## src/rtl/div_arbiter.sv

```systemverilog
// rtl/div_arbiter.sv - round-robin front end sharing one sequential divider among four clients
module div_arbiter #(
    parameter int nBit = 16,
    parameter int TMO  = 64
) (
    input  logic              clk,
    input  logic              reset,
    input  logic [3:0]        req,
    input  logic [4*nBit-1:0] A_in,
    input  logic [4*nBit-1:0] B_in,
    output logic [3:0]        gnt,
    output logic [3:0]        resp_valid,
    output logic [nBit-1:0]   R_out,
    output logic [nBit-1:0]   Q_out,
    output logic              dbz,
    output logic              err,
    output logic              busy,
    output logic [nBit-1:0]   div_A,
    output logic [nBit-1:0]   div_B,
    output logic              div_start,
    input  logic              div_done,
    input  logic [nBit-1:0]   div_R,
    input  logic [nBit-1:0]   div_Q
);

    typedef enum logic [1:0] {IDLE, LAUNCH, WAIT, RESP} state_t;

    state_t          state_q, state_d;
    logic [1:0]      last_q, last_d;
    logic [1:0]      owner_q, owner_d;
    logic [nBit-1:0] a_q, a_d, b_q, b_d;
    logic [nBit-1:0] r_q, r_d, q_q, q_d;
    logic            dbz_q, dbz_d, err_q, err_d;
    logic [7:0]      cnt_q, cnt_d;

    logic [1:0]      start, pos, win;
    logic [7:0]      rot;
    logic            any_req, tmo_hit;
    logic [nBit-1:0] a_win, b_win;

    // Rotate the request vector so the search always begins just after the last owner.
    assign start   = last_q + 2'd1;
    assign rot     = {req, req} >> start;
    assign any_req = |req;
    assign win     = start + pos;
    assign tmo_hit = ({1'b0, cnt_q} + 9'd2) >= 9'(TMO);

    always_comb begin
        pos = 2'd3;
        if (rot[0])      pos = 2'd0;
        else if (rot[1]) pos = 2'd1;
        else if (rot[2]) pos = 2'd2;
    end

    always_comb begin
        a_win = '0;
        b_win = '0;
        for (int i = 0; i < 4; i++) begin
            if (win == 2'(i)) begin
                a_win = A_in[i*nBit +: nBit];
                b_win = B_in[i*nBit +: nBit];
            end
        end
    end

    always_comb begin
        state_d    = state_q;
        last_d     = last_q;
        owner_d    = owner_q;
        a_d        = a_q;
        b_d        = b_q;
        r_d        = r_q;
        q_d        = q_q;
        dbz_d      = dbz_q;
        err_d      = err_q;
        cnt_d      = cnt_q;
        gnt        = 4'b0000;
        resp_valid = 4'b0000;
        case (state_q)
            IDLE: begin
                if (any_req) begin
                    gnt     = 4'b0001 << win;
                    owner_d = win;
                    a_d     = a_win;
                    b_d     = b_win;
                    if (b_win == '0) begin
                        // Divide-by-zero answers straight away without touching the core.
                        r_d     = a_win;
                        q_d     = '1;
                        dbz_d   = 1'b1;
                        err_d   = 1'b0;
                        state_d = RESP;
                    end else begin
                        state_d = LAUNCH;
                    end
                end
            end
            LAUNCH: begin
                cnt_d   = 8'd0;
                state_d = WAIT;
            end
            WAIT: begin
                if (div_done) begin
                    r_d     = div_R;
                    q_d     = div_Q;
                    dbz_d   = 1'b0;
                    err_d   = 1'b0;
                    state_d = RESP;
                end else if (tmo_hit) begin
                    r_d     = '0;
                    q_d     = '0;
                    dbz_d   = 1'b0;
                    err_d   = 1'b1;
                    state_d = RESP;
                end else begin
                    cnt_d = cnt_q + 8'd1;
                end
            end
            RESP: begin
                resp_valid = 4'b0001 << owner_q;
                last_d     = owner_q;
                state_d    = IDLE;
            end
            default: state_d = IDLE;
        endcase
    end

    always_ff @(posedge clk) begin
        if (!reset) begin
            state_q <= IDLE;
            last_q  <= 2'd3;
            owner_q <= 2'd0;
            a_q     <= '0;
            b_q     <= '0;
            r_q     <= '0;
            q_q     <= '0;
            dbz_q   <= 1'b0;
            err_q   <= 1'b0;
            cnt_q   <= 8'd0;
        end else begin
            state_q <= state_d;
            last_q  <= last_d;
            owner_q <= owner_d;
            a_q     <= a_d;
            b_q     <= b_d;
            r_q     <= r_d;
            q_q     <= q_d;
            dbz_q   <= dbz_d;
            err_q   <= err_d;
            cnt_q   <= cnt_d;
        end
    end

    assign busy      = (state_q != IDLE);
    assign div_start = (state_q == LAUNCH);
    assign div_A     = a_q;
    assign div_B     = b_q;
    assign R_out     = r_q;
    assign Q_out     = q_q;
    assign dbz       = dbz_q;
    assign err       = err_q;

endmodule

```

## config.mk

```make
export PLATFORM = sky130hd
export DESIGN_NAME = div_arbiter
export DESIGN_NICKNAME = d
export VERILOG_FILES = /design/src/rtl/div_arbiter.sv
export SDC_FILE = /design/constraint.sdc
export NUM_CORES = 1
export LEC_CHECK = 0
export CORE_AREA = 2 2 123 125
export CTS_BUF_LIST = sky130_fd_sc_hd__clkbuf_2
export DETAILED_ROUTE_END_ITERATION = 12
export DIE_AREA = 0 0 125 127
export PLACE_DENSITY = 0.68
export SYNTH_ARGS = -nofsm -noshare
export SYNTH_HDL_FRONTEND = slang
export SYNTH_SLANG_ARGS = --single-unit
```

## constraint.sdc

```tcl
create_clock -name clk -period 4.9 [get_ports clk]
set_clock_uncertainty 0.15 [all_clocks]
set_input_delay 1.225 -clock clk [delete_from_list [all_inputs] [get_ports clk]]
set_output_delay 1.225 -clock clk [all_outputs]
set_load 0.005 [all_outputs]
```

==> summary.txt, run 1 <==
Run status
  • Status: finished clean

Synth
  • Yosys reg bits: 80
  • Synth area leaders: dfxtp_1 34%, mux2i_1 11%, mux4_2 8.2%
  • Largest area contributor in the netlist: dfxtp_1
  • Number of synthesized flops with an enable pin: 0
  • Synth Net Count: roughly 680
  • Top FF cell, synth: dfxtp_1
  • Post-synthesis xor/xnor area fraction: 1.09%
  • Most common cell in the netlist: nand2_1
  • Netlist Area Pre-Place: about 4700 µm²
  • Post-synthesis compound-gate area fraction: about 20%
  • Share of the synthesized area in the top cell type: between 30% and 40%
  • Cells after synthesis: 502
  • Post-synthesis adder-cell area fraction: roughly 2.1%
  • Register area share after synthesis: approximately 34%
  • Ys async rst share: 0%
  • Post-Synth Simple-Gate Area: 18.0%
  • Post-synthesis mux area share: a little under 20%
  • Syn Area/Cell: roughly 9.3 µm²
  • Top post-synthesis cells by count: 95 x nand2_1, 80 x dfxtp_1, 50 x mux2i_1, 32 x a21boi_0, 28 x o221a_1
  • Yosys Warn Count: 0
  • Largest family of logic cells by synthesized area: compound AO/OA/AOI/OAI gates
  • Synth cell types: 52

Setup path
  • Worst endpoint required time: between 3 and 4 ns
  • CP Data Arrival Time: between 3 and 4 ns
  • Crit path capture type: output pin
  • Startpoint types: input port
  • Critical Path Fanout Max: 5
  • Critical path class: input port to output pin
  • Critical R2R Launch: last_q[0]
  • Critical path launch point: req[1]

Clock tree
  • Total CTS buffers: 9
  • Clock-pin transition on the worst setup and hold timing paths: 0.23 ns
  • H-Tree Level Count: 3
  • Setup Buffers After CTS: 0
  • CTS tree: done
  • Root buf cell: clkbuf_2
  • Clock Sink Count: 80
  • CTS Hold Bufs: 0
  • Max Root-Sink Buffers: 2
  • Worst skew pair latency: approximately 0.52 ns

Placement
  • Placement Cell Area: approximately 7300 µm²
  • Gp weighted congestion: approximately 0.96
  • I/O Buffers: 242
  • Dpl hpwl: between 10,000 and 15,000 µm

Timing
  • Actual slew at the worst max-slew pin: roughly 0.88 ns
  • Slew HR: between 40% and 50%
  • Setup TNS: 0 ns
  • Final period util: 98.3%
  • RSZ-0062 raised after global routing: no
  • Max frequency: 208 MHz
  • Fin Hold WS: 0.329 ns
  • Final-report hold violation count: 0
  • Final setup fails: 0
  • Minimum clock period after layout: roughly 4.8 ns
  • Fin. max-slew vios: 0

Layout
  • Share of cells above drive strength 1: under 10%
  • Area Overhead vs Synth: 59.0%
  • Post-route cell area: about 7500 µm²
  • Layout net count: between 900 and 1,000
  • Fillers: 1,275

Floorplan
  • Num ports: 243
  • Core Footprint: between 10,000 and 15,000 µm²
  • Site Rows: 44
  • Die X: about 130 µm
  • Die area: around 16,000 µm²
  • Die Y: roughly 130 µm
  • Initial cell density of the core: around a third

Min path
  • Worst hold path type: flip-flop to flip-flop
  • Worst hold start: div_B[0]

Power and ir drop
  • Lkg Pwr: between 0.002 and 0.003 µW
  • Worst IR Drop VDD: between 100 and 150 µV
  • Power density over the cells: 299 nW/µm²

Drt
  • Routed WL per cell: approximately 19 µm
  • Initial DRT Pass Iterations: 4
  • Vias per cell: ~5.3
  • Met3 routed WL: about 1200 µm
  • Met2 routed WL: 8700 µm
  • Initial drt markers: ~280
  • DRC viols: 0
  • Met1 WL: ~6800 µm
  • ANT nets after route: 0
  • Via count: slightly below 5,000
  • Top layer reached by signal wires: met4
  • Routed wire length: 17,400 µm

Global route
  • Antenna violations before repair: 1
  • Global-route wire length before repair: around 27,000 µm
  • Overflow left after global routing: 0
  • Vias in the first global route: roughly 5,000
  • Total GRT Usage: about a fifth
  • Pin count of the biggest net entering global routing: 49

Run
  • Max-Cap Viols: 0
power by group:
| group | leakage (µW) | switching [µW] | internal, µW | total (µW) |
|---|---|---|---|---|
| clock network | 0.0000902 | 237 | 221 | 458 |
| logic | 0.00205 | 472 | 525 | 998 |
| registers | 0.000652 | 47.4 | 728 | 776 |
| total | 0.00279 | 757 | 1470 | 2230 |
path summary, 6_finish.rpt:
| check | to | slack, ns | cells past startpoint |
|---|---|---|---|
| setup / recovery | gnt[2] | 0.08 | 6 |
| hold / removal | div_B[0] | 0.33 | 2 |
| setup reg to reg | R_out[7] | 1.36 | 12 |
| hold reg to reg | div_B[0] | 0.33 | 2 |
flip-flops by register name, summed over array words and instances (netlist names):
name,flops
owner_q,2
cnt_q,8
dbz,1
R_out,16
Q_out,16
state_q,2
err,1
div_B,16
last_q,2
div_A,16
worst max-delay path: stages:
cell	delay (ns)
clkdlybuf4s50_1	0.50
or2_1	0.26
mux4_2	0.52
xnor2_4	0.23
nor3b_2	0.19
clkdlybuf4s50_1	0.52
cell families (layout without fill, tap and decap cells):
| group | after synthesis | count (layout) |
|---|---|---|
| simple gates | 180 | 180 |
| compound gates | 112 | 112 |
| flops | 80 | 80 |
| mux | 69 | 69 |
| buf+inv | 48 | 280 |
| fa+ha+maj | 8 | 8 |
| xor+xnor | 5 | 5 |
| other cells | 0 | 1 |
through the flow:
stage	setup WS [ns]	utilization, %	total power [µW]	std cells
global placement	0.0712	50.4	1750	902
floorplan	0.512	-	1310	502
global route	0.00889	51.7	2360	919
CTS	0.0239	51.6	2250	918
detailed placement	-0.0585	50.4	1780	902
finish	0.0822	51.7	2230	919
metal layers:
layer	track usage, %	up-vias
met2	37.6	218
met4	11.2	0
li1	-	2300
met5	0	-
met3	3.43	45
met1	24.4	2332
timing repair:
item,CTS,global route
endpoints found under the setup margin,2,3
gates resized for setup,3,4
pin swaps,1,2
cells in the final DEF (no fill, tap or decap), types with 3 or more instances in the layout:
cell type / instances
clkdlybuf4s50_1: 238
nand2_1: 95
dfxtp_1: 80
mux2i_1: 50
a21boi_0: 32
o221a_1: 28
nor2_1: 22
and2_1: 20
mux4_2: 17
a2bb2oi_1: 14
buf_4: 13
nor4_1: 11
a21oi_1: 9
clkbuf_2: 9
inv_1: 8
o21ai_0: 8
ha_1: 7
nor3_1: 6
o221a_2: 5
xor2_1: 4
nor3b_1: 3
or4_1: 3
bufinv_16: 3
area by class of cell:
| class | count | area, µm² | area share (%) |
|---|---|---|---|
| multi-input cells | 374 | 2900 | 38.8 |
| repair buffers | 256 | 2530 | 34.0 |
| flip-flops and latches | 80 | 1600 | 21.5 |
| well taps | 184 | 230 | 3.09 |
| clock inverters | 7 | 119 | 1.59 |
| clock buffers | 9 | 45.0 | 0.604 |
| inverters | 8 | 30.0 | 0.402 |
| diodes | 1 | 2.50 | 0.0335 |
Note: power is estimated with default switching activity, not from simulation.
==> inputs of run 2 (changes only) <==
--- a/config.mk
+++ b/config.mk
@@ -7,6 +7,7 @@
 export LEC_CHECK = 0
 export CORE_AREA = 2 2 123 125
 export CTS_BUF_LIST = sky130_fd_sc_hd__clkbuf_2
+export CTS_CLUSTER_SIZE = 20
 export DETAILED_ROUTE_END_ITERATION = 12
 export DIE_AREA = 0 0 125 127
 export PLACE_DENSITY = 0.68
==> results of run 2 <==
The final DEF is identical to that of run 1; final timing and power are the same.
